## src/rtl/mriscv_axil_wb_bridge_if.sv

```systemverilog
// AXI4-Lite responder channels plus processorci core-bus signals of the bridge.
// slave = bridge view, master = CPU/bus-environment view.
interface mriscv_axil_wb_bridge_if;
    logic        AWvalid;
    logic        AWready;
    logic [31:0] AWdata;
    logic [2:0]  AWprot;
    logic        Wvalid;
    logic        Wready;
    logic [31:0] Wdata;
    logic [3:0]  Wstrb;
    logic        Bvalid;
    logic        Bready;
    logic        ARvalid;
    logic        ARready;
    logic [31:0] ARdata;
    logic [2:0]  ARprot;
    logic        Rvalid;
    logic        RReady;
    logic [31:0] Rdata;
    logic        core_cyc;
    logic        core_stb;
    logic        core_we;
    logic [3:0]  core_wstrb;
    logic [31:0] core_addr;
    logic [31:0] core_data_out;
    logic [31:0] core_data_in;
    logic        core_ack;
    logic        bus_err;

    modport slave (
        input  AWvalid, AWdata, AWprot, Wvalid, Wdata, Wstrb, Bready,
               ARvalid, ARdata, ARprot, RReady, core_data_in, core_ack,
        output AWready, Wready, Bvalid, ARready, Rvalid, Rdata,
               core_cyc, core_stb, core_we, core_wstrb, core_addr, core_data_out, bus_err
    );

    modport master (
        output AWvalid, AWdata, AWprot, Wvalid, Wdata, Wstrb, Bready,
               ARvalid, ARdata, ARprot, RReady, core_data_in, core_ack,
        input  AWready, Wready, Bvalid, ARready, Rvalid, Rdata,
               core_cyc, core_stb, core_we, core_wstrb, core_addr, core_data_out, bus_err
    );
endinterface

```

## src/rtl/mriscv_axil_wb_bridge.sv

```systemverilog
// AXI4-Lite to processorci core-bus bridge: one transaction at a time, ack timeout.
// Latency: handshake -> response >= 2 cycles; backpressure: no AW/W/AR accepted until B/R handshakes.
module mriscv_axil_wb_bridge #(
    parameter int unsigned TIMEOUT_CYCLES = 256,
    parameter logic [31:0] ERR_DATA       = 32'hDEAD_BEEF,
    parameter bit          WRITE_PRIORITY = 1'b1
) (
    input  logic                          clk,
    input  logic                          rst_n,
    mriscv_axil_wb_bridge_if.slave        bus
);
    localparam int CW = (TIMEOUT_CYCLES > 2) ? $clog2(TIMEOUT_CYCLES) : 1;
    localparam logic [CW-1:0] TO_LAST = CW'((TIMEOUT_CYCLES > 0) ? TIMEOUT_CYCLES - 1 : 0);

    typedef enum logic [2:0] {IDLE, WCOLLECT, BUS_WR, WRESP, BUS_RD, RRESP} state_t;

    state_t        state;
    logic          accept_en;
    logic          aw_got, w_got;
    logic          bvalid, rvalid, cyc, we, bus_err;
    logic [31:0]   rdata, addr, wdata;
    logic [3:0]    wstrb;
    logic [CW-1:0] to_cnt;
    logic          aw_rdy, w_rdy, ar_rdy;
    logic          aw_hs, w_hs, ar_hs, to_hit;
    logic          unused_bits;

    assign unused_bits = ^{bus.AWprot, bus.ARprot, bus.AWdata[1:0], bus.ARdata[1:0]};

    // accept_en keeps every ready low while in reset and during the first cycle after it
    always_comb begin
        aw_rdy = 1'b0;
        w_rdy  = 1'b0;
        ar_rdy = 1'b0;
        if (accept_en && state == IDLE) begin
            if (WRITE_PRIORITY) begin
                aw_rdy = 1'b1;
                w_rdy  = 1'b1;
                ar_rdy = !bus.AWvalid && !bus.Wvalid;
            end else begin
                ar_rdy = 1'b1;
                aw_rdy = !bus.ARvalid;
                w_rdy  = !bus.ARvalid;
            end
        end else if (state == WCOLLECT) begin
            aw_rdy = !aw_got;
            w_rdy  = !w_got;
        end
    end

    assign aw_hs  = bus.AWvalid && aw_rdy;
    assign w_hs   = bus.Wvalid && w_rdy;
    assign ar_hs  = bus.ARvalid && ar_rdy;
    assign to_hit = (TIMEOUT_CYCLES != 0) && (to_cnt == TO_LAST);

    always_ff @(posedge clk or negedge rst_n) begin
        if (!rst_n) begin
            state     <= IDLE;
            accept_en <= 1'b0;
            aw_got    <= 1'b0;
            w_got     <= 1'b0;
            bvalid    <= 1'b0;
            rvalid    <= 1'b0;
            cyc       <= 1'b0;
            we        <= 1'b0;
            bus_err   <= 1'b0;
            rdata     <= '0;
            addr      <= '0;
            wdata     <= '0;
            wstrb     <= '0;
            to_cnt    <= '0;
        end else begin
            accept_en <= 1'b1;
            bus_err   <= 1'b0;
            if (aw_hs) addr <= {bus.AWdata[31:2], 2'b00};
            if (w_hs) begin
                wdata <= bus.Wdata;
                wstrb <= bus.Wstrb;
            end
            case (state)
                IDLE: begin
                    if (aw_hs && w_hs) begin
                        state  <= BUS_WR;
                        cyc    <= 1'b1;
                        we     <= 1'b1;
                        to_cnt <= '0;
                    end else if (aw_hs || w_hs) begin
                        state  <= WCOLLECT;
                        aw_got <= aw_hs;
                        w_got  <= w_hs;
                    end else if (ar_hs) begin
                        state  <= BUS_RD;
                        addr   <= {bus.ARdata[31:2], 2'b00};
                        wstrb  <= 4'b0000;
                        we     <= 1'b0;
                        cyc    <= 1'b1;
                        to_cnt <= '0;
                    end
                end
                WCOLLECT: begin
                    if ((aw_got || aw_hs) && (w_got || w_hs)) begin
                        state  <= BUS_WR;
                        aw_got <= 1'b0;
                        w_got  <= 1'b0;
                        cyc    <= 1'b1;
                        we     <= 1'b1;
                        to_cnt <= '0;
                    end
                end
                BUS_WR, BUS_RD: begin
                    // an ack coinciding with the last timeout cycle counts as a normal completion
                    if (bus.core_ack || to_hit) begin
                        cyc     <= 1'b0;
                        bus_err <= !bus.core_ack;
                        if (state == BUS_RD) begin
                            rvalid <= 1'b1;
                            rdata  <= bus.core_ack ? bus.core_data_in : ERR_DATA;
                            state  <= RRESP;
                        end else begin
                            bvalid <= 1'b1;
                            state  <= WRESP;
                        end
                    end else begin
                        to_cnt <= to_cnt + 1'b1;
                    end
                end
                WRESP: begin
                    if (bus.Bready) begin
                        bvalid <= 1'b0;
                        state  <= IDLE;
                    end
                end
                RRESP: begin
                    if (bus.RReady) begin
                        rvalid <= 1'b0;
                        state  <= IDLE;
                    end
                end
                default: state <= IDLE;
            endcase
        end
    end

    assign bus.AWready       = aw_rdy;
    assign bus.Wready        = w_rdy;
    assign bus.ARready       = ar_rdy;
    assign bus.Bvalid        = bvalid;
    assign bus.Rvalid        = rvalid;
    assign bus.Rdata         = rdata;
    assign bus.core_cyc      = cyc;
    assign bus.core_stb      = cyc;
    assign bus.core_we       = we;
    assign bus.core_wstrb    = wstrb;
    assign bus.core_addr     = addr;
    assign bus.core_data_out = wdata;
    assign bus.bus_err       = bus_err;
endmodule

```

## src/flat_wrapper.sv

```systemverilog
// flat-port wrapper written by rule: the top's interface ports become plain ports
module mriscv_axil_wb_bridge_flat 
#(
    parameter int unsigned TIMEOUT_CYCLES = 256,
    parameter logic [31:0] ERR_DATA       = 32'hDEAD_BEEF,
    parameter bit          WRITE_PRIORITY = 1'b1
)
  (clk, rst_n, bus_AWvalid, bus_AWdata, bus_AWprot, bus_Wvalid, bus_Wdata, bus_Wstrb, bus_Bready, bus_ARvalid, bus_ARdata, bus_ARprot, bus_RReady, bus_core_data_in, bus_core_ack, bus_AWready, bus_Wready, bus_Bvalid, bus_ARready, bus_Rvalid, bus_Rdata, bus_core_cyc, bus_core_stb, bus_core_we, bus_core_wstrb, bus_core_addr, bus_core_data_out, bus_bus_err);
  mriscv_axil_wb_bridge_if bus_i ();
  input  logic clk;
  input  logic rst_n;
  input wire logic [$bits(bus_i.AWvalid)-1:0] bus_AWvalid;
  input wire logic [$bits(bus_i.AWdata)-1:0] bus_AWdata;
  input wire logic [$bits(bus_i.AWprot)-1:0] bus_AWprot;
  input wire logic [$bits(bus_i.Wvalid)-1:0] bus_Wvalid;
  input wire logic [$bits(bus_i.Wdata)-1:0] bus_Wdata;
  input wire logic [$bits(bus_i.Wstrb)-1:0] bus_Wstrb;
  input wire logic [$bits(bus_i.Bready)-1:0] bus_Bready;
  input wire logic [$bits(bus_i.ARvalid)-1:0] bus_ARvalid;
  input wire logic [$bits(bus_i.ARdata)-1:0] bus_ARdata;
  input wire logic [$bits(bus_i.ARprot)-1:0] bus_ARprot;
  input wire logic [$bits(bus_i.RReady)-1:0] bus_RReady;
  input wire logic [$bits(bus_i.core_data_in)-1:0] bus_core_data_in;
  input wire logic [$bits(bus_i.core_ack)-1:0] bus_core_ack;
  output wire logic [$bits(bus_i.AWready)-1:0] bus_AWready;
  output wire logic [$bits(bus_i.Wready)-1:0] bus_Wready;
  output wire logic [$bits(bus_i.Bvalid)-1:0] bus_Bvalid;
  output wire logic [$bits(bus_i.ARready)-1:0] bus_ARready;
  output wire logic [$bits(bus_i.Rvalid)-1:0] bus_Rvalid;
  output wire logic [$bits(bus_i.Rdata)-1:0] bus_Rdata;
  output wire logic [$bits(bus_i.core_cyc)-1:0] bus_core_cyc;
  output wire logic [$bits(bus_i.core_stb)-1:0] bus_core_stb;
  output wire logic [$bits(bus_i.core_we)-1:0] bus_core_we;
  output wire logic [$bits(bus_i.core_wstrb)-1:0] bus_core_wstrb;
  output wire logic [$bits(bus_i.core_addr)-1:0] bus_core_addr;
  output wire logic [$bits(bus_i.core_data_out)-1:0] bus_core_data_out;
  output wire logic [$bits(bus_i.bus_err)-1:0] bus_bus_err;
  assign bus_i.AWvalid = bus_AWvalid;
  assign bus_i.AWdata = bus_AWdata;
  assign bus_i.AWprot = bus_AWprot;
  assign bus_i.Wvalid = bus_Wvalid;
  assign bus_i.Wdata = bus_Wdata;
  assign bus_i.Wstrb = bus_Wstrb;
  assign bus_i.Bready = bus_Bready;
  assign bus_i.ARvalid = bus_ARvalid;
  assign bus_i.ARdata = bus_ARdata;
  assign bus_i.ARprot = bus_ARprot;
  assign bus_i.RReady = bus_RReady;
  assign bus_i.core_data_in = bus_core_data_in;
  assign bus_i.core_ack = bus_core_ack;
  assign bus_AWready = bus_i.AWready;
  assign bus_Wready = bus_i.Wready;
  assign bus_Bvalid = bus_i.Bvalid;
  assign bus_ARready = bus_i.ARready;
  assign bus_Rvalid = bus_i.Rvalid;
  assign bus_Rdata = bus_i.Rdata;
  assign bus_core_cyc = bus_i.core_cyc;
  assign bus_core_stb = bus_i.core_stb;
  assign bus_core_we = bus_i.core_we;
  assign bus_core_wstrb = bus_i.core_wstrb;
  assign bus_core_addr = bus_i.core_addr;
  assign bus_core_data_out = bus_i.core_data_out;
  assign bus_bus_err = bus_i.bus_err;
  mriscv_axil_wb_bridge #(.TIMEOUT_CYCLES(TIMEOUT_CYCLES), .ERR_DATA(ERR_DATA), .WRITE_PRIORITY(WRITE_PRIORITY)) u_core (.clk(clk), .rst_n(rst_n), .bus(bus_i));
endmodule
```

## config.mk

```make
export PLATFORM = sky130hd
export DESIGN_NAME = mriscv_axil_wb_bridge_flat
export DESIGN_NICKNAME = d
export VERILOG_FILES = /design/src/rtl/mriscv_axil_wb_bridge_if.sv /design/src/rtl/mriscv_axil_wb_bridge.sv /design/src/flat_wrapper.sv
export SDC_FILE = /design/constraint.sdc
export NUM_CORES = 1
export LEC_CHECK = 0
export ABC_AREA = 0
export CAP_MARGIN = 25
export CORE_ASPECT_RATIO = 0.9
export CORE_UTILIZATION = 41
export CTS_CLUSTER_SIZE = 12
export DETAILED_ROUTE_END_ITERATION = 6
export PLACE_DENSITY = 0.9
export SLEW_MARGIN = 30
export SYNTH_ARGS = -nofsm -noshare
export SYNTH_HDL_FRONTEND = slang
export SYNTH_SLANG_ARGS = --single-unit
```

## constraint.sdc

```tcl
create_clock -name clk -period 3.2 [get_ports clk]
set_clock_uncertainty 0.2 [all_clocks]
set_input_delay 0.64 -clock clk [delete_from_list [all_inputs] [get_ports clk]]
set_output_delay 0.64 -clock clk [all_outputs]
set_load 0.02 [all_outputs]
```

==> qor.yml <==
grt_use_met3_pct: 8.44
cp-end-kind: "output pin"
setup-violations-final: 0
grt-ovfl-total: 0
use_met2_pct: 39.3
antenna_left: 0
finalSetupTns_ps: 0
synth-edff-count: 0
ys_seq_area_share_pct: 57.7
initialDrtViolationCount: 257
first_global_vias: 4552
die_h_um: 108
p_leak_uw: 0.00367
tritoncts: "yes"
crit_fanout: 10
cpPeakStageDelay_ps: 660
top_usage_layer: "met2"
nets: 823
fin_area_mm2: 0.00833
fin_crit_sh_pct: 94.8
status: "finished, final reports clean"
utilization_pct: 68.5
layout_common_cells: "clkdlybuf4s50_1 (242), dfrtp_1 (119), nand2_1 (40), mux2i_1 (36)"
path_clk_slew_ps: 50
min-delay-start: "u_core.bus.Rvalid"
yosysUniqueCellTypes: 51
avgSynthCellArea_um2: 12.1
cap_violations: 0
period_needed_ps: 3040
fin_hold_ws_ps: 280
synth_fp_nets: 578
avgRoutedWirePerCell_um: 17.2
vias: 4390
mostFrequentLayoutCell: "clkdlybuf4s50_1"
regToRegStartpoint: "u_core.state[1]"
async_flop_share_pct: 100
synth_warnings: 0
postSynthCellCount: 428
hp-class: "flip-flop to flip-flop"
cp.required_ps: 2360
netlist_area_mm2: 0.00516
worstPathCellList: "or2_1 -> a21oi_1 -> clkdlybuf4s50_1"
cts-htree-levels: 4
setup_ws_ps: 165
peakVddDrop_v: 0.000809
critPathSlowestCell: "clkdlybuf4s50_1"
gr-usage-met1_pct: 26.3
die_w_um: 120
io_pins: 255
root_buffer: "clkbuf_16"
cts_max_path_buffers: 2
final_hold_viol_count: 0
insertion_delay_ps: 400
gp_congestion: 0.893
cts.sinks: 119
die_area_mm2: 0.0130
antenna_cells: 0
grt_max_degree: 65
dp_hpwl_um: 10400
port_buffers: 244
worst_pin_slew_ps: 686
grt_setup_unrepaired: "false"
start_util_pct: 42.4
startpoint_type: "flip-flop"
routed_wl_um: 14600
post_cts_buffers: 0
max_freq_ghz: 0.329
drive_gt1_share_pct: 12.0
fp-row-count: 38
crit_start: "u_core.state[1]"
core_mm2: 0.0122
drv_slew: 0
drc_errors: 0
grt_pass1_wl_um: 22900
place_area_mm2: 0.00774
max-slew-margin-rel_pct: 54.0
vias_per_cell: 5.20
ys_ff_latch: 119
area_delta_synth_final_pct: 61.6
arrival_ps: 2200
dr.pass1.iters: 4
track_usage_pct: 22.9
antenna_found_initial: 0
dp_slack_ps: 214
path_class: "flip-flop to output pin"
numCtsBuffers: 17
synthFlopType: "dfrtp_1"
cellPowerDensity_mw_per_mm2: 987
cell type report:
type	instances	area (µm²)
clock buffer	22	474
clock inverter	9	100
fill	871	3840
inverter	10	37.5
multi-input combinational	270	1990
sequential	119	2980
tap	160	200
timing repair buffer	255	2550
repair_timing:
action                                 CTS  global route
endpoints found under the hold margin    9             0
setup endpoints to repair                0             1
resized for setup                        0             2
hold buffers                             1             0
sequential cells by signal, indices dropped and copies added, names as in the netlist:
register / count
u_core.w_got: 1
u_core.bus.core_addr: 32
u_core.bus.core_we: 1
u_core.to_cnt: 8
u_core.aw_got: 1
u_core.bus.bus_err: 1
u_core.bus.Bvalid: 1
u_core.bus.core_cyc: 1
u_core.state: 3
u_core.accept_en: 1
u_core.bus.Rdata: 32
u_core.bus.core_wstrb: 4
u_core.bus.core_data_out: 32
u_core.bus.Rvalid: 1
critical path, delay by kind of cell (launching register included):
kind	cells	cell delay [ps]
buffers and inverters	1	660
DFF	1	490
and+or+nand+nor	1	410
AOI/OAI and AO/OA	1	230
power by group:
part / switching, µW / internal, µW
sequential: 415 / 2170
combinational: 1880 / 1930
clock: 638 / 1190
total: 2930 / 5300
cell usage after synthesis, types with 2 or more instances:
cell | instances | share of area [%]
dfrtp_1 | 119 | 58
nand2_1 | 40 | 2.9
mux2i_1 | 36 | 7.0
mux2_2 | 33 | 7.2
o21ai_0 | 33 | 3.2
o22a_1 | 24 | 4.1
nor2_1 | 11 | 0.80
buf_2 | 10 | 0.97
clkbuf_1 | 10 | 0.73
inv_1 | 10 | 0.73
nand3_1 | 10 | 0.97
a21oi_1 | 9 | 0.87
a22o_1 | 9 | 1.5
and3_1 | 6 | 0.73
buf_6 | 6 | 1.3
o21ai_1 | 5 | 0.49
a31oi_1 | 4 | 0.49
ha_1 | 4 | 0.97
nand4_1 | 4 | 0.49
nor3_1 | 4 | 0.39
a21o_1 | 3 | 0.44
o211ai_1 | 3 | 0.44
a21boi_0 | 2 | 0.29
and4_1 | 2 | 0.34
buf_4 | 2 | 0.29
nand2b_1 | 2 | 0.24
nor2b_1 | 2 | 0.24
o2111ai_1 | 2 | 0.34
layer usage:
metal	routed length, µm	share of wire (%)
met5	0	0
met3	981	6.7
met1	5770	40
met2	7610	52
met4	195	1.3
cells by family after synthesis:
kind of cell | count (synthesis) | share of synthesized area [%]
fa+ha+maj | 4 | 0.970
xor+xnor | 1 | 0.170
compound gates | 107 | 14.5
buf+inv | 39 | 4.10
mux | 69 | 14.2
simple gates | 88 | 8.25
flops | 119 | 57.7
other cells | 1 | 0.0727
stage by stage:
stage,total power (µW),instances
CTS,8280,845
finish,8230,845
global placement,6240,813
detailed placement,6380,813
floorplan,4580,428
global route,8660,845
worst paths after layout:
kind	end	slack [ps]	cells after the start
max in group asynchronous	u_core.bus.core_data_out[24]	1490	3
worst min register to register	u_core.bus.Rvalid	280	1
worst max register to register	u_core.to_cnt[0]	540	8
worst min-delay path	u_core.bus.Rvalid	280	1
min in group asynchronous	u_core.state[0]	410	2
worst max-delay path	bus_AWready	160	3
Power figures use the tool's default switching activity.
